$ cat config.mk
export PLATFORM = sky130hd
export DESIGN_NAME = timeout_timer_flat
export DESIGN_NICKNAME = d
export VERILOG_FILES = /design/src/rtl/timeout_timer_if.sv /design/src/rtl/timeout_timer.sv /design/src/flat_wrapper.sv
export SDC_FILE = /design/constraint.sdc
export NUM_CORES = 1
export LEC_CHECK = 0
export CAP_MARGIN = 25
export CORE_MARGIN = 2
export CORE_UTILIZATION = 25
export DETAILED_ROUTE_END_ITERATION = 10
export GPL_TIMING_DRIVEN = 0
export PLACE_DENSITY = 0.51
export SYNTH_ARGS = -nofsm -noshare
export SYNTH_HDL_FRONTEND = slang
export SYNTH_SLANG_ARGS = --single-unit
$ cat constraint.sdc
create_clock -name Clk -period 3.07 [get_ports Clk]
set_clock_uncertainty 0.1 [all_clocks]
set_input_delay 0.614 -clock Clk [delete_from_list [all_inputs] [get_ports Clk]]
set_output_delay 0.614 -clock Clk [all_outputs]
set_load 0.01 [all_outputs]
$ cat src/rtl/timeout_timer_if.sv
// Signal bundle between the timer controller (master) and the timeout timer (slave).
// Carries the run request, period load port and timer status outputs.
interface timeout_timer_if #(
   parameter int CNT_WIDTH = 8
);
   logic                 Timer_Enable;
   logic                 Load_Enable;
   logic [CNT_WIDTH-1:0] Load_Value;
   logic                 Timer_TimeOut;
   logic [CNT_WIDTH-1:0] Timer_Count;
   logic                 Timer_Busy;

   modport master (
      output Timer_Enable, Load_Enable, Load_Value,
      input  Timer_TimeOut, Timer_Count, Timer_Busy
   );

   modport slave (
      input  Timer_Enable, Load_Enable, Load_Value,
      output Timer_TimeOut, Timer_Count, Timer_Busy
   );
endinterface

$ cat src/rtl/timeout_timer.sv
// Programmable down-counting timeout timer: counts Period_Reg prescaled ticks
// while enabled, then holds Timer_TimeOut until the enable is withdrawn.
//
// state      | meaning
// -----------+---------------------------------------------------------
// ST_IDLE    | stopped; period may be loaded; enable starts a run
// ST_RUN     | counting ticks down; enable low aborts without timeout
// ST_TIMEOUT | period expired; Timer_TimeOut held until enable drops
module timeout_timer #(
   parameter int CLK_DIV         = 4,
   parameter int CNT_WIDTH       = 8,
   parameter int DEFAULT_TIMEOUT = 10
) (
   input logic            Clk,
   input logic            Rst,
   timeout_timer_if.slave bus
);

   localparam int PW = (CLK_DIV > 1) ? $clog2(CLK_DIV) : 1;
   localparam logic [PW-1:0]        PRESC_MAX  = PW'(CLK_DIV - 1);
   localparam logic [CNT_WIDTH-1:0] DEF_PERIOD = CNT_WIDTH'(DEFAULT_TIMEOUT);
   localparam logic [CNT_WIDTH-1:0] CNT_ONE    = CNT_WIDTH'(1);

   typedef enum logic [1:0] {
      ST_IDLE    = 2'd0,
      ST_RUN     = 2'd1,
      ST_TIMEOUT = 2'd2
   } state_t;

   state_t               state_q,   state_d;
   logic [CNT_WIDTH-1:0] period_q,  period_d;
   logic [PW-1:0]        presc_q,   presc_d;
   logic [CNT_WIDTH-1:0] count_q,   count_d;
   logic                 timeout_q, timeout_d;
   logic                 busy_q,    busy_d;
   logic [CNT_WIDTH-1:0] load_clamped;

   // A zero period would never expire, so it is treated as one tick.
   assign load_clamped = (bus.Load_Value == '0) ? CNT_ONE : bus.Load_Value;

   always_comb begin
      state_d   = state_q;
      period_d  = period_q;
      presc_d   = presc_q;
      count_d   = count_q;
      timeout_d = timeout_q;
      busy_d    = busy_q;

      case (state_q)
         ST_IDLE: begin
            if (bus.Load_Enable) begin
               period_d = load_clamped;
            end
            if (bus.Timer_Enable) begin
               state_d = ST_RUN;
               presc_d = '0;
               count_d = bus.Load_Enable ? load_clamped : period_q;
               busy_d  = 1'b1;
            end
         end

         ST_RUN: begin
            if (!bus.Timer_Enable) begin
               state_d = ST_IDLE;
               presc_d = '0;
               count_d = '0;
               busy_d  = 1'b0;
            end else if (presc_q == PRESC_MAX) begin
               presc_d = '0;
               if (count_q <= CNT_ONE) begin
                  state_d   = ST_TIMEOUT;
                  count_d   = '0;
                  timeout_d = 1'b1;
                  busy_d    = 1'b0;
               end else begin
                  count_d = count_q - CNT_ONE;
               end
            end else begin
               presc_d = presc_q + 1'b1;
            end
         end

         ST_TIMEOUT: begin
            if (!bus.Timer_Enable) begin
               state_d   = ST_IDLE;
               timeout_d = 1'b0;
            end
         end

         default: begin
            state_d   = ST_IDLE;
            presc_d   = '0;
            count_d   = '0;
            timeout_d = 1'b0;
            busy_d    = 1'b0;
         end
      endcase
   end

   always_ff @(posedge Clk or posedge Rst) begin
      if (Rst) begin
         state_q   <= ST_IDLE;
         period_q  <= DEF_PERIOD;
         presc_q   <= '0;
         count_q   <= '0;
         timeout_q <= 1'b0;
         busy_q    <= 1'b0;
      end else begin
         state_q   <= state_d;
         period_q  <= period_d;
         presc_q   <= presc_d;
         count_q   <= count_d;
         timeout_q <= timeout_d;
         busy_q    <= busy_d;
      end
   end

   assign bus.Timer_TimeOut = timeout_q;
   assign bus.Timer_Count   = count_q;
   assign bus.Timer_Busy    = busy_q;

endmodule

$ cat src/flat_wrapper.sv
// flat-port wrapper written by rule: the top's interface ports become plain ports
module timeout_timer_flat 
#(
   parameter int CLK_DIV         = 4,
   parameter int CNT_WIDTH       = 8,
   parameter int DEFAULT_TIMEOUT = 10
)
  (Clk, Rst, bus_Timer_Enable, bus_Load_Enable, bus_Load_Value, bus_Timer_TimeOut, bus_Timer_Count, bus_Timer_Busy);
  timeout_timer_if #(.CNT_WIDTH(CNT_WIDTH)) bus_i ();
  input logic Clk;
  input logic Rst;
  input wire logic [$bits(bus_i.Timer_Enable)-1:0] bus_Timer_Enable;
  input wire logic [$bits(bus_i.Load_Enable)-1:0] bus_Load_Enable;
  input wire logic [$bits(bus_i.Load_Value)-1:0] bus_Load_Value;
  output wire logic [$bits(bus_i.Timer_TimeOut)-1:0] bus_Timer_TimeOut;
  output wire logic [$bits(bus_i.Timer_Count)-1:0] bus_Timer_Count;
  output wire logic [$bits(bus_i.Timer_Busy)-1:0] bus_Timer_Busy;
  assign bus_i.Timer_Enable = bus_Timer_Enable;
  assign bus_i.Load_Enable = bus_Load_Enable;
  assign bus_i.Load_Value = bus_Load_Value;
  assign bus_Timer_TimeOut = bus_i.Timer_TimeOut;
  assign bus_Timer_Count = bus_i.Timer_Count;
  assign bus_Timer_Busy = bus_i.Timer_Busy;
  timeout_timer #(.CLK_DIV(CLK_DIV), .CNT_WIDTH(CNT_WIDTH), .DEFAULT_TIMEOUT(DEFAULT_TIMEOUT)) u_core (.Clk(Clk), .Rst(Rst), .bus(bus_i));
endmodule
# ---- Yosys cells after proc, flatten, opt, wreduce, memory -nomap -nowiden
# Cells that the tools add are included.
dict set report totals {
  reg_bits 22
  in_bits 12
  out_inout_bits 10
}
dict set report classes {
  n_addsub 2
  magnitude_cmp 1
  eq_ne 10
  muxes 27
  bitwise 2
  n_reduce_logical 7
}
# operator n
set op_table {}
lappend op_table {{8-bit two-way mux} 6}
lappend op_table {{8-bit one-hot mux with 3 select lines} 1}
lappend op_table {{2-bit two-way mux} 8}
lappend op_table {{2-bit one-hot mux with 3 select lines} 2}
lappend op_table {{8-bit by 1-bit <= comparator with 1-bit output, second input constant} 1}
lappend op_table {{8-bit zero test} 1}
lappend op_table {{1-bit two-way mux} 8}
lappend op_table {{4-bit AND reduction} 2}
lappend op_table {{8-bit by 1-bit subtractor with 8-bit output, second input constant} 1}
lappend op_table {{2-bit inequality test, second input constant} 3}
lappend op_table {{3-bit by 2-bit inequality test with 1-bit output, second input constant} 2}
lappend op_table {{1-bit one-hot mux with 3 select lines} 2}
lappend op_table {{5-bit AND reduction} 1}
lappend op_table {{2-bit == test, second input constant} 2}
lappend op_table {{2-bit by 1-bit inequality test with 1-bit output, second input constant} 2}
lappend op_table {{3-bit AND reduction} 1}
lappend op_table {{2-bit by 1-bit adder with 2-bit output, second input constant} 1}
lappend op_table {{2-bit by 1-bit == test with 1-bit output, second input constant} 1}
lappend op_table {{2-bit zero test} 1}
lappend op_table {{1-bit NOT} 2}
lappend op_table {{2-bit AND reduction} 1}

# ---- Logic depth before layout (Yosys ltp)
dict set report logic_depth {
  ltp_word 5
  depth_mapped 7
}

# ---- Least setup slack after synthesis
# OpenSTA, ideal clock, no wires.
dict set report synth_path {
  path_type {register to register}
  from {register u_core.count_q[4] (netlist: u_core.bus.Timer_Count[4])}
  to {register u_core.count_q[4] (netlist: u_core.bus.Timer_Count[4])}
  setup_time_ns 0.124
  arrival_ns 1.992
  slack_ns 0.854
  stages_incl_launch_ff 6
  period_less_slack_ns 2.216
  cell_sequence {dfrtp_1 -> or4_1 -> or4_1 -> buf_2 -> a31o_1 -> a211o_1}
}
dict set report synth_via {
  elab_chain_cells 5
}
# item line_no
set synth_rtl {}
lappend synth_rtl {{from (decl)} timeout_timer.sv:33} ;# logic [CNT_WIDTH-1:0] count_q, count_d;
lappend synth_rtl {{from (signal assigned)} timeout_timer.sv:112} ;# count_q <= count_d;
lappend synth_rtl {{8-bit by 1-bit subtractor with 8-bit output / 8-bit by 1-bit <= comparator with 1-bit output (equally long branches)} {timeout_timer.sv:76, timeout_timer.sv:70}}
lappend synth_rtl {{8-bit two-way mux (*)} timeout_timer.sv:70} ;# if (count_q <= CNT_ONE) begin
lappend synth_rtl {{8-bit two-way mux (*)} timeout_timer.sv:68} ;# end else if (presc_q == PRESC_MAX) begin
lappend synth_rtl {{8-bit two-way mux (*)} timeout_timer.sv:63} ;# if (!bus.Timer_Enable) begin
lappend synth_rtl {{8-bit one-hot mux with 3 select lines (*)} timeout_timer.sv:49} ;# case (state_q)
# Mark *: on every way between the ends. The rest lies on a longest branch, timed or not. The select of a mux whose other input is x is not followed.
# A chain may end at the register's enable or synchronous reset.

# ---- Final worst setup path
dict set report layout_path {
  from {input port bus_Timer_Enable}
  to {register u_core.count_q[1] (netlist: u_core.bus.Timer_Count[1])}
}
dict set report layout_via {
  elab_chain_cells 2
}
# item line_no
set layout_rtl {}
lappend layout_rtl {{from (decl)} flat_wrapper.sv:12} ;# input wire logic [$bits(bus_i.Timer_Enable)-1:0] bus_Timer_Enable;
lappend layout_rtl {{3-bit by 2-bit inequality test with 1-bit output (no source line), or another cell as far along} --}
lappend layout_rtl {{3-bit AND reduction (no source line) / 8-bit one-hot mux with 3 select lines (equally long branches)} --}
# Several ways; a longest one is shown, not always the timed one.

==> results by group <==
Synthesis
  – Cells after Synth: between 100 and 150
  – Sequential area share after synthesis: 0.433
  – Asr flop ratio synth: 1.00
  – Syn Nets: approximately 150
  – Area share of the largest cell type after synthesis: 0.392
  – Number of synthesized flops with an enable pin: 0
  – Top FF cell, synth: dfrtp_1
  – Synth area leader: dfrtp_1
  – Synth unique cells: between 40 and 50
  – Syn Area/Cell: between 9 and 10 um2
  – Post-Syn Area: roughly 0.0013 mm2
  – Largest cells by area after synthesis: dfrtp_1 39%, mux2_2 7.1%, mux2i_1 4.7%
  – Seq cells post-synth: 22
  – Most common cell in the synthesized netlist: dfrtp_1
  – Top cells by count, synth: 20 x dfrtp_1, 11 x nor2_1, 9 x nand2_1, 8 x mux2_2, 7 x inv_1
  – YS warnings: 0

GRT
  – GRT overflow: 0
  – Initial antenna violation count: 0
  – Total GRT Usage: 0.118
  – Met1 Use GR: 0.161
  – First-pass GRT wire length: 5.09 mm
  – Met2 usage: 0.186
  – GR Layer Usage met3: 0.0344
  – Busiest grt layer: met2
  – Pin count of the biggest net entering global routing: 23
  – Vias in the first global route: approximately 1100

Run status
  – Status: complete, no violations

Critical path
  – Critical path cell sequence: clkdlybuf4s50_1 > and3b_1 > clkbuf_1 > clkbuf_1 > nand3_1 > o211ai_1
  – Crit-path max cell delay: about 0.62 ns
  – CP Capture Type: flop
  – R2R Path End: u_core.bus.Timer_Count[4]
  – Reg2reg start: u_core.bus.Timer_Count[4]
  – Most frequent cell on the critical path: clkbuf_1
  – Worst setup endpoint: u_core.bus.Timer_Count[1]
  – CP startpoint kind: input port
  – Kind of critical path: input port to flop
  – Cells on worst reg2reg path: 5
  – Buf/Inv on CP: 3
  – CP Data Arrival Time: 2.46 ns
  – Worst endpoint required time: approximately 3.2 ns
  – Critical path depth in cells: 6
  – Reg-to-reg slack, setup: approximately 0.75 ns
  – Worst path slowest cell: clkdlybuf4s50_1
  – CP delay by family, top: buffers and inverters
  – Crit Path Max Fanout: 10
  – Critical Path Source: bus_Timer_Enable

Floorplan
  – Cell Rows: 26
  – DIE AREA: around 0.0057 mm2
  – Die height: roughly 75 um
  – I/O pins: 22
  – Core area: 0.00501 mm2
  – Starting Density: 0.255
  – Die W: about 75 um

Place
  – Dpl cell area: roughly 0.0016 mm2
  – IO Port Bufs: 21
  – Post-Place Cells: about 220
  – GPL Wtd Cong: 0.839
  – Hpwl dp: about 2.3 mm
  – DP Worst Slack: approximately 0.43 ns

Pwr
  – Leak: around 0.65 nW
  – Total power: around 1.5 mW
  – Worst ir drop on vdd: roughly 0.37 mV
  – Power Dens Cells: 908 mW/mm2

STA
  – Fin crit period: about 2.4 ns
  – Slack of the critical path: ~0.69 ns
  – Fmax: 0.421 GHz
  – Worst-margin pin slew: between 0.8 and 0.9 ns
  – Pins over their slew limit: 0
  – Slew headroom: 0.419
  – Hold Slack: approximately 0.39 ns
  – Setup_tns: 0 ns
  – Tcrit/Tclk final: 0.774
  – Final setup violation count: 0
  – Fin. Hold Viols: 0
  – RSZ-0062 raised after global routing: false

Job
  – Max-Cap Viols: 0

Cells and area
  – Layout cell share with drive strength beyond 1: 0.129
  – Final Util: 0.325
  – Diode count: 0
  – Multi-input gate area: 669 um2
  – Non-Filler Instances: between 200 and 250
  – Fin nets: 171
  – Area occupied by registers: 553 um2
  – Layout overhead on the synthesized area: 27.6%
  – Fillers: between 500 and 600
  – Post-route cell area: 0.00163 mm2

Clocking
  – Post_cts resized: 0
  – H-tree Lvls: 1
  – Root Driver: clkbuf_8
  – Postcts setup bufs: 0
  – CTS Hold Bufs: 0
  – Clk pin slew, worst setup/hold paths: roughly 0.080 ns
  – CTS tree: built
  – Clock Latency Late Sink: approximately 0.27 ns
  – Clock sink count: 22
  – Clk buf depth: 2
  – TritonCTS buffer count: 3

Drt
  – First-pass DRT Iterations: 4
  – DRT antenna net count: 0
  – Post-Route WL: about 3.1 mm
  – Starting DRC count in detailed routing: 64
  – DR vias: approximately 1100
  – DRC: 0
  – Per-cell routed wire length: roughly 14 um
  – Vias per cell: just under 5

Worst hold path
  – HP Class: flop to flop
[how the worst min path moves through the flow]
stage,start,slack [ns],to,cells past startpoint
6_report,u_core.period_q[0],0.39,u_core.period_q[0],1
5_1_grt,u_core.period_q[0],0.42,u_core.period_q[0],1
4_1_cts,u_core.period_q[0],0.39,u_core.period_q[0],1
3_5_place_dp,u_core.period_q[0],0.37,u_core.period_q[0],1
3_3_place_gp,u_core.period_q[0],0.36,u_core.period_q[0],1
2_1_floorplan,u_core.period_q[0],0.35,u_core.period_q[0],1
[per-layer routing]
metal / wire [um] / part of all wire
met5: 0 / 0
met2: 1450 / 0.46
met4: 17 / 0.0054
met3: 158 / 0.051
met1: 1500 / 0.48
[sequential cells by signal, summed over array words and instances (netlist names)]
| name | count |
|---|---|
| u_core.bus.Timer_Busy | 1 |
| u_core.bus.Timer_TimeOut | 1 |
| u_core.state_q | 2 |
| u_core.presc_q | 2 |
| u_core.bus.Timer_Count | 8 |
| u_core.period_q | 8 |
[worst register-to-register path, delay by kind of cell, from the launching register on]
family | cells | cell delay [ns]
and+or+nand+nor | 2 | 0.96
DFF | 1 | 0.47
AOI/OAI and AO/OA | 2 | 0.51
buffers and inverters | 1 | 0.18
[layout by cell type, fill, tap and decap left out, types with 3 or more instances in the layout]
master / n
clkdlybuf4s50_1: 21
dfrtp_1: 20
nor2_1: 11
nand2_1: 9
mux2_2: 8
inv_1: 7
clkbuf_1: 6
mux2i_1: 6
nor4_1: 5
nor3_1: 4
o21ai_0: 4
clkbuf_8: 4
nand3_1: 3
a31oi_1: 3
ha_1: 3
[cell type report]
cell class / instances / area share
multi-input cells: 94 / 0.411
repair buffers: 21 / 0.129
flip-flops and latches: 22 / 0.339
well taps: 70 / 0.0538
clock buffers: 4 / 0.0338
inverters: 7 / 0.0161
plain buffers: 7 / 0.0169
[kinds of logic (layout without fill, tap and decap cells)]
logic type / count (synthesis) / after routing / share of synthesized area
buf+inv: 14 / 39 / 0.0422
mux: 14 / 14 / 0.118
compound gates: 32 / 32 / 0.189
fa+ha+maj: 3 / 3 / 0.0294
simple gates: 44 / 44 / 0.181
flops: 22 / 22 / 0.433
xor+xnor: 1 / 1 / 0.00686
[power breakdown]
group	total, mW	switching (mW)	internal (mW)
sequential	0.542	0.119	0.423
clock	0.214	0.0991	0.115
combinational	0.723	0.368	0.355
No activity file was read; power rests on OpenSTA's default activity.
==> variant 1: new RTL, same flow settings <==
Make the reset (`Rst`) synchronous in one clocked block.
--- a/src/rtl/timeout_timer.sv
+++ b/src/rtl/timeout_timer.sv
@@ -97,7 +97,7 @@
       endcase
    end
 
-   always_ff @(posedge Clk or posedge Rst) begin
+   always_ff @(posedge Clk) begin
       if (Rst) begin
          state_q   <= ST_IDLE;
          period_q  <= DEF_PERIOD;
Formal check against the unedited RTL: differs if Rst is asserted again (counterexample within 4 cycles, from zero or initial values and one cycle with Rst high); with Rst held inactive, the same outputs for 10 cycles.
==> variant 1 against the original RTL <==
- non-clock buffer count up 2
- area after synthesis down 1.7%
- final area is 0.54% lower
- setup slack better by 40 ps
- global-route usage grew 1.4 points
- critical path depth decreased by 1
- routed wire length is 6.9% higher
- sequential cell count unchanged
Power is not compared: it rests on default switching activity, and its combinational part moved more than twofold at a synthesized area within 25%.
==> variant 1: results (changes against the original RTL) <==
* Leak at 0.592 nW
* Clock Path Buffers at 2 (unchanged)
* Status: completed (unchanged)
* Syn Nets at 160 (was 145)
* First-pass GRT wire length at 5680 um (was 5090 um)
* Vias in the first global route at 1177 (was 1073)
* List of most frequent post-synthesis cells: 22 x dfxtp_1, 13 x mux2i_1, 12 x nor2_1, 11 x nor3_1, 7 x clkbuf_1 (was 20 x dfrtp_1, 11 x nor2_1, 9 x nand2_1, 8 x mux2_2, 7 x inv_1)
* CP arrival at 2430 ps (was 2460 ps)
* Worst-path maximum fanout at 3 (was 10)
* Clock transition at path regs at 90 ps
* Post-Place Setup Slack at 490 ps (was 426 ps)
* Met2 usage at 21.7% (was 18.6%)
* Sequential fraction of the synthesis area at 35.1% (was 43.3%)
* FILL cells at 493 (was 531)
* Asr flop ratio synth at 0% (was 100%)
* DP HPWL at 2530 um (was 2330 um)
* Clk_lat worst skew at 270 ps (about the same)
* Drt first pass iters at 4 (unchanged)
* Gr usage total at 13.2% (was 11.8%)
* Layout cells sized above 1 at 8.82% (was 12.9%)
* Grt met3 use at 2.68% (was 3.44%)
* Fin nets at 186 (was 171)
* Met1 GRT Util at 17.0% (was 16.1%)
* Count leader, synth: dfxtp_1 (was dfrtp_1)
* Ranking of synthesized cells by area: dfxtp_1 35%, mux2i_1 10%, nor3_1 4.4% (was dfrtp_1 39%, mux2_2 7.1%, mux2i_1 4.7%)
* Slew @ Worst Pin at 561 ps (was 871 ps)
* 1st-iter DRT viols at 57 (was 64)
* Post-synthesis cell type count at 43 (was 47)
* Placer Congestion at 0.799 (was 0.839)
* Largest net degree at the start of global routing at 14 (was 23)
* WL per Instance at 14.1 um (was 13.9 um)
[variant 1: cell count changes after synthesis, sizes merged, moves of 3 or more]
cell / change
nor3: +7
nor4: -4
a21oi: +4
dfxtp: +22
mux2: -5
dfrtp: -20
nand2: -3
mux2i: +7
[variant 1: kinds of logic after synthesis]
family	count (synthesis)	synth area share (%)
AND/OR/NAND/NOR	53	24.4
multiplexers	16	13.1
adder cells (fa/ha/maj)	3	2.99
buffers and inverters	15	4.69
AO/OA/AOI/OAI	36	19.7
flip-flops	22	35.1
[variant 1: power breakdown]
group / total [mW] / leakage, nW / internal, mW / switching [mW]
sequential: 0.315 / 0.180 / 0.301 / 0.0143
combinational: 0.152 / 0.376 / 0.0728 / 0.0795
clock: 0.278 / 0.0357 / 0.174 / 0.104
total: 0.745 / 0.592 / 0.548 / 0.198
[variant 1: worst max-delay path, stage by stage]
cell and delay [ps]:
clkdlybuf4s50_1 440, or4_1 530, o41ai_1 420, o2111ai_1 210, a31oi_1 200
[variant 1: final timing paths]
kind | cells past startpoint | endpoint | slack, ps | startpoint
worst max-delay path | 5 | u_core.bus.Timer_Count[0]$_SDFFE_PP0P_ | 730 | bus_Load_Value[3]
worst min-delay path | 2 | u_core.period_q[3]$_SDFFE_PP1P_ | 390 | u_core.period_q[3]$_SDFFE_PP1P_
worst max register to register | 6 | u_core.bus.Timer_Count[4]$_SDFFE_PP0P_ | 1030 | u_core.bus.Timer_Count[0]$_SDFFE_PP0P_
worst min register to register | 2 | u_core.period_q[3]$_SDFFE_PP1P_ | 390 | u_core.period_q[3]$_SDFFE_PP1P_
[variant 1: final cells by class]
type | instances | area, um2 | area share [%]
tap | 67 | 83.8 | 5.17
clock inverter | 1 | 30.0 | 1.85
multi-input combinational | 108 | 756 | 46.6
timing repair buffer | 21 | 210 | 13.0
clock buffer | 3 | 41.3 | 2.55
inverter | 6 | 22.5 | 1.39
sequential | 22 | 440 | 27.2
buffer | 9 | 36.3 | 2.24
[variant 1: per-layer routing]
layer	wire length [um]	part of all wire, %
met1	1560	47
met2	1610	48
met3	146	4.4
met4	25	0.75
met5	0	0
[variant 1: stage by stage]
step	utilization (%)	cell area, um2	instances	total power [mW]
floorplan	-	1250	145	0.415
global placement	32.4	1550	233	0.470
detailed placement	32.4	1550	233	0.473
CTS	33.9	1620	237	0.751
global route	33.9	1620	237	0.779
finish	33.9	1620	237	0.745
==> variant 2: new RTL, same flow settings <==
Without the edit above. `CNT_WIDTH` is set to 8 in 3 places; all go to 10.
--- a/src/rtl/timeout_timer_if.sv
+++ b/src/rtl/timeout_timer_if.sv
@@ -1,7 +1,7 @@
 // Signal bundle between the timer controller (master) and the timeout timer (slave).
 // Carries the run request, period load port and timer status outputs.
 interface timeout_timer_if #(
-   parameter int CNT_WIDTH = 8
+   parameter int CNT_WIDTH = 10
 );
    logic                 Timer_Enable;
    logic                 Load_Enable;
--- a/src/rtl/timeout_timer.sv
+++ b/src/rtl/timeout_timer.sv
@@ -8,7 +8,7 @@
 // ST_TIMEOUT | period expired; Timer_TimeOut held until enable drops
 module timeout_timer #(
    parameter int CLK_DIV         = 4,
-   parameter int CNT_WIDTH       = 8,
+   parameter int CNT_WIDTH       = 10,
    parameter int DEFAULT_TIMEOUT = 10
 ) (
    input logic            Clk,
--- a/src/flat_wrapper.sv
+++ b/src/flat_wrapper.sv
@@ -2,7 +2,7 @@
 module timeout_timer_flat 
 #(
    parameter int CLK_DIV         = 4,
-   parameter int CNT_WIDTH       = 8,
+   parameter int CNT_WIDTH       = 10,
    parameter int DEFAULT_TIMEOUT = 10
 )
   (Clk, Rst, bus_Timer_Enable, bus_Load_Enable, bus_Load_Value, bus_Timer_TimeOut, bus_Timer_Count, bus_Timer_Busy);
Interface: changed (resized bus_Load_Value and bus_Timer_Count); port bits go from 22 to 26. The function was not compared with the original's and may differ.
==> variant 2 against the original RTL <==
- final area increased by 18%
- setup slack gained 41 ps
- worst hold slack improved by 5.0 ps
- critical path type unchanged
- area after synthesis rose by 16%
- routed wire length increased by 11%
- non-clock buffer count up 3
- sequential cell count rose by 4
- highest routed layer unchanged
- die area rose by 15%
Power is not compared: it rests on default switching activity, and its combinational part moved more than twofold at a synthesized area within 25%.
==> variant 2: results (changes against the original RTL) <==
* Status: completed (unchanged)
* Post CTS Setup Buffer Count at 0 (unchanged)
* Peak supply drop at 211 uV
* Layout cells sized above 1 at 16.7% (was 12.9%)
* Ranking of synthesized cells by area: dfrtp_1 41%, mux2_2 8.4%, mux2i_1 6.8% (was dfrtp_1 39%, mux2_2 7.1%, mux2i_1 4.7%)
* Vias/cell at 4.69 (was 4.84)
* FILL cells at 608 (was 531)
* Hold_sp: u_core.presc_q[1]$_DFFE_PP0P_ (was u_core.period_q[0]$_DFFE_PP0P_)
* First-pass GRT wire length at 5740 um (was 5090 um)
* Placer Congestion at 0.782 (was 0.839)
* Syn Nets at 161 (was 145)
* Clock transition at path regs at 90 ps
* Cell Area, Placed at 1850 um2 (was 1570 um2)
* Post-Layout Cell Count at 249 (was 225)
* Overall routed net length at 3450 um (was 3120 um)
* 1st-iter DRT viols at 78 (was 64)
* Synth Flop Type: dfrtp_1 (unchanged)
* Fin nets at 192 (was 171)
* DP HPWL at 2600 um (was 2330 um)
* Vias in the first global route at 1164 (was 1073)
* Largest net degree at the start of global routing at 18 (was 23)
* Slowest cell delay on critical path at 600 ps (was 620 ps)
* R2r startpoint: u_core.bus.Timer_Count[0]$_DFFE_PP0P_ (was u_core.bus.Timer_Count[4]$_DFFE_PP0P_)
* Syn Inst Count at 144 (was 130)
* Post-CTS Resized at 0 (unchanged)
* Slew HR at 62.5% (was 41.9%)
* CP arrival at 2400 ps (was 2460 ps)
* Post-Place Setup Slack at 464 ps (was 426 ps)
==> variant 2: cell type report <==
cell class	instances	area [um2]	share of cell area, %
clock buffer	3	41.3	2.15
multi-input combinational	108	782	40.7
timing repair buffer	26	278	14.5
sequential	26	653	34.0
buffer	5	25.0	1.30
inverter	5	18.8	0.977
tap	75	93.8	4.88
clock inverter	1	30.0	1.56
==> variant 2: routing by layer <==
layer / wire (um) / part of all wire [%] / GRT usage [%]
met1: 1760 / 51 / 16.4
met2: 1560 / 45 / 18.0
met3: 112 / 3.2 / 2.33
met4: 21 / 0.61 / 2.03
met5: 0 / 0 / 0
==> variant 2: cell families after synthesis <==
kind of cell	Yosys count	share of synthesized area, %
mux	21	15.1
compound gates	29	14.6
fa+ha+maj	3	2.54
simple gates	52	18.8
xor+xnor	3	1.78
buf+inv	10	2.96
flops	26	44.2
==> variant 2: worst register-to-register path: stages, from the launching register on <==
cell and delay (ps):
dfrtp_1 470, inv_1 70, ha_1 280, or2_2 320, a41oi_2 270, nand4_1 160, o31ai_1 240, a22o_1 170
==> variant 2: worst paths after layout <==
kind | to | slack [ps] | cells past startpoint
worst max-delay path | u_core.bus.Timer_Count[9]$_DFFE_PP0P_ | 730 | 7
worst min register to register | u_core.presc_q[1]$_DFFE_PP0P_ | 390 | 2
worst min-delay path | u_core.presc_q[1]$_DFFE_PP0P_ | 390 | 2
worst max register to register | u_core.bus.Timer_Count[9]$_DFFE_PP0P_ | 930 | 7
max in group asynchronous | u_core.period_q[1]$_DFFE_PP1P_ | 1770 | 3
min in group asynchronous | u_core.state_q[1]$_DFFE_PP0P_ | 560 | 2
==> variant 2: where the power goes <==
group          total, mW  internal [mW]  switching (mW)
Combinational      0.265          0.139           0.126
Clock              0.286          0.175           0.112
Sequential         0.432          0.388          0.0436
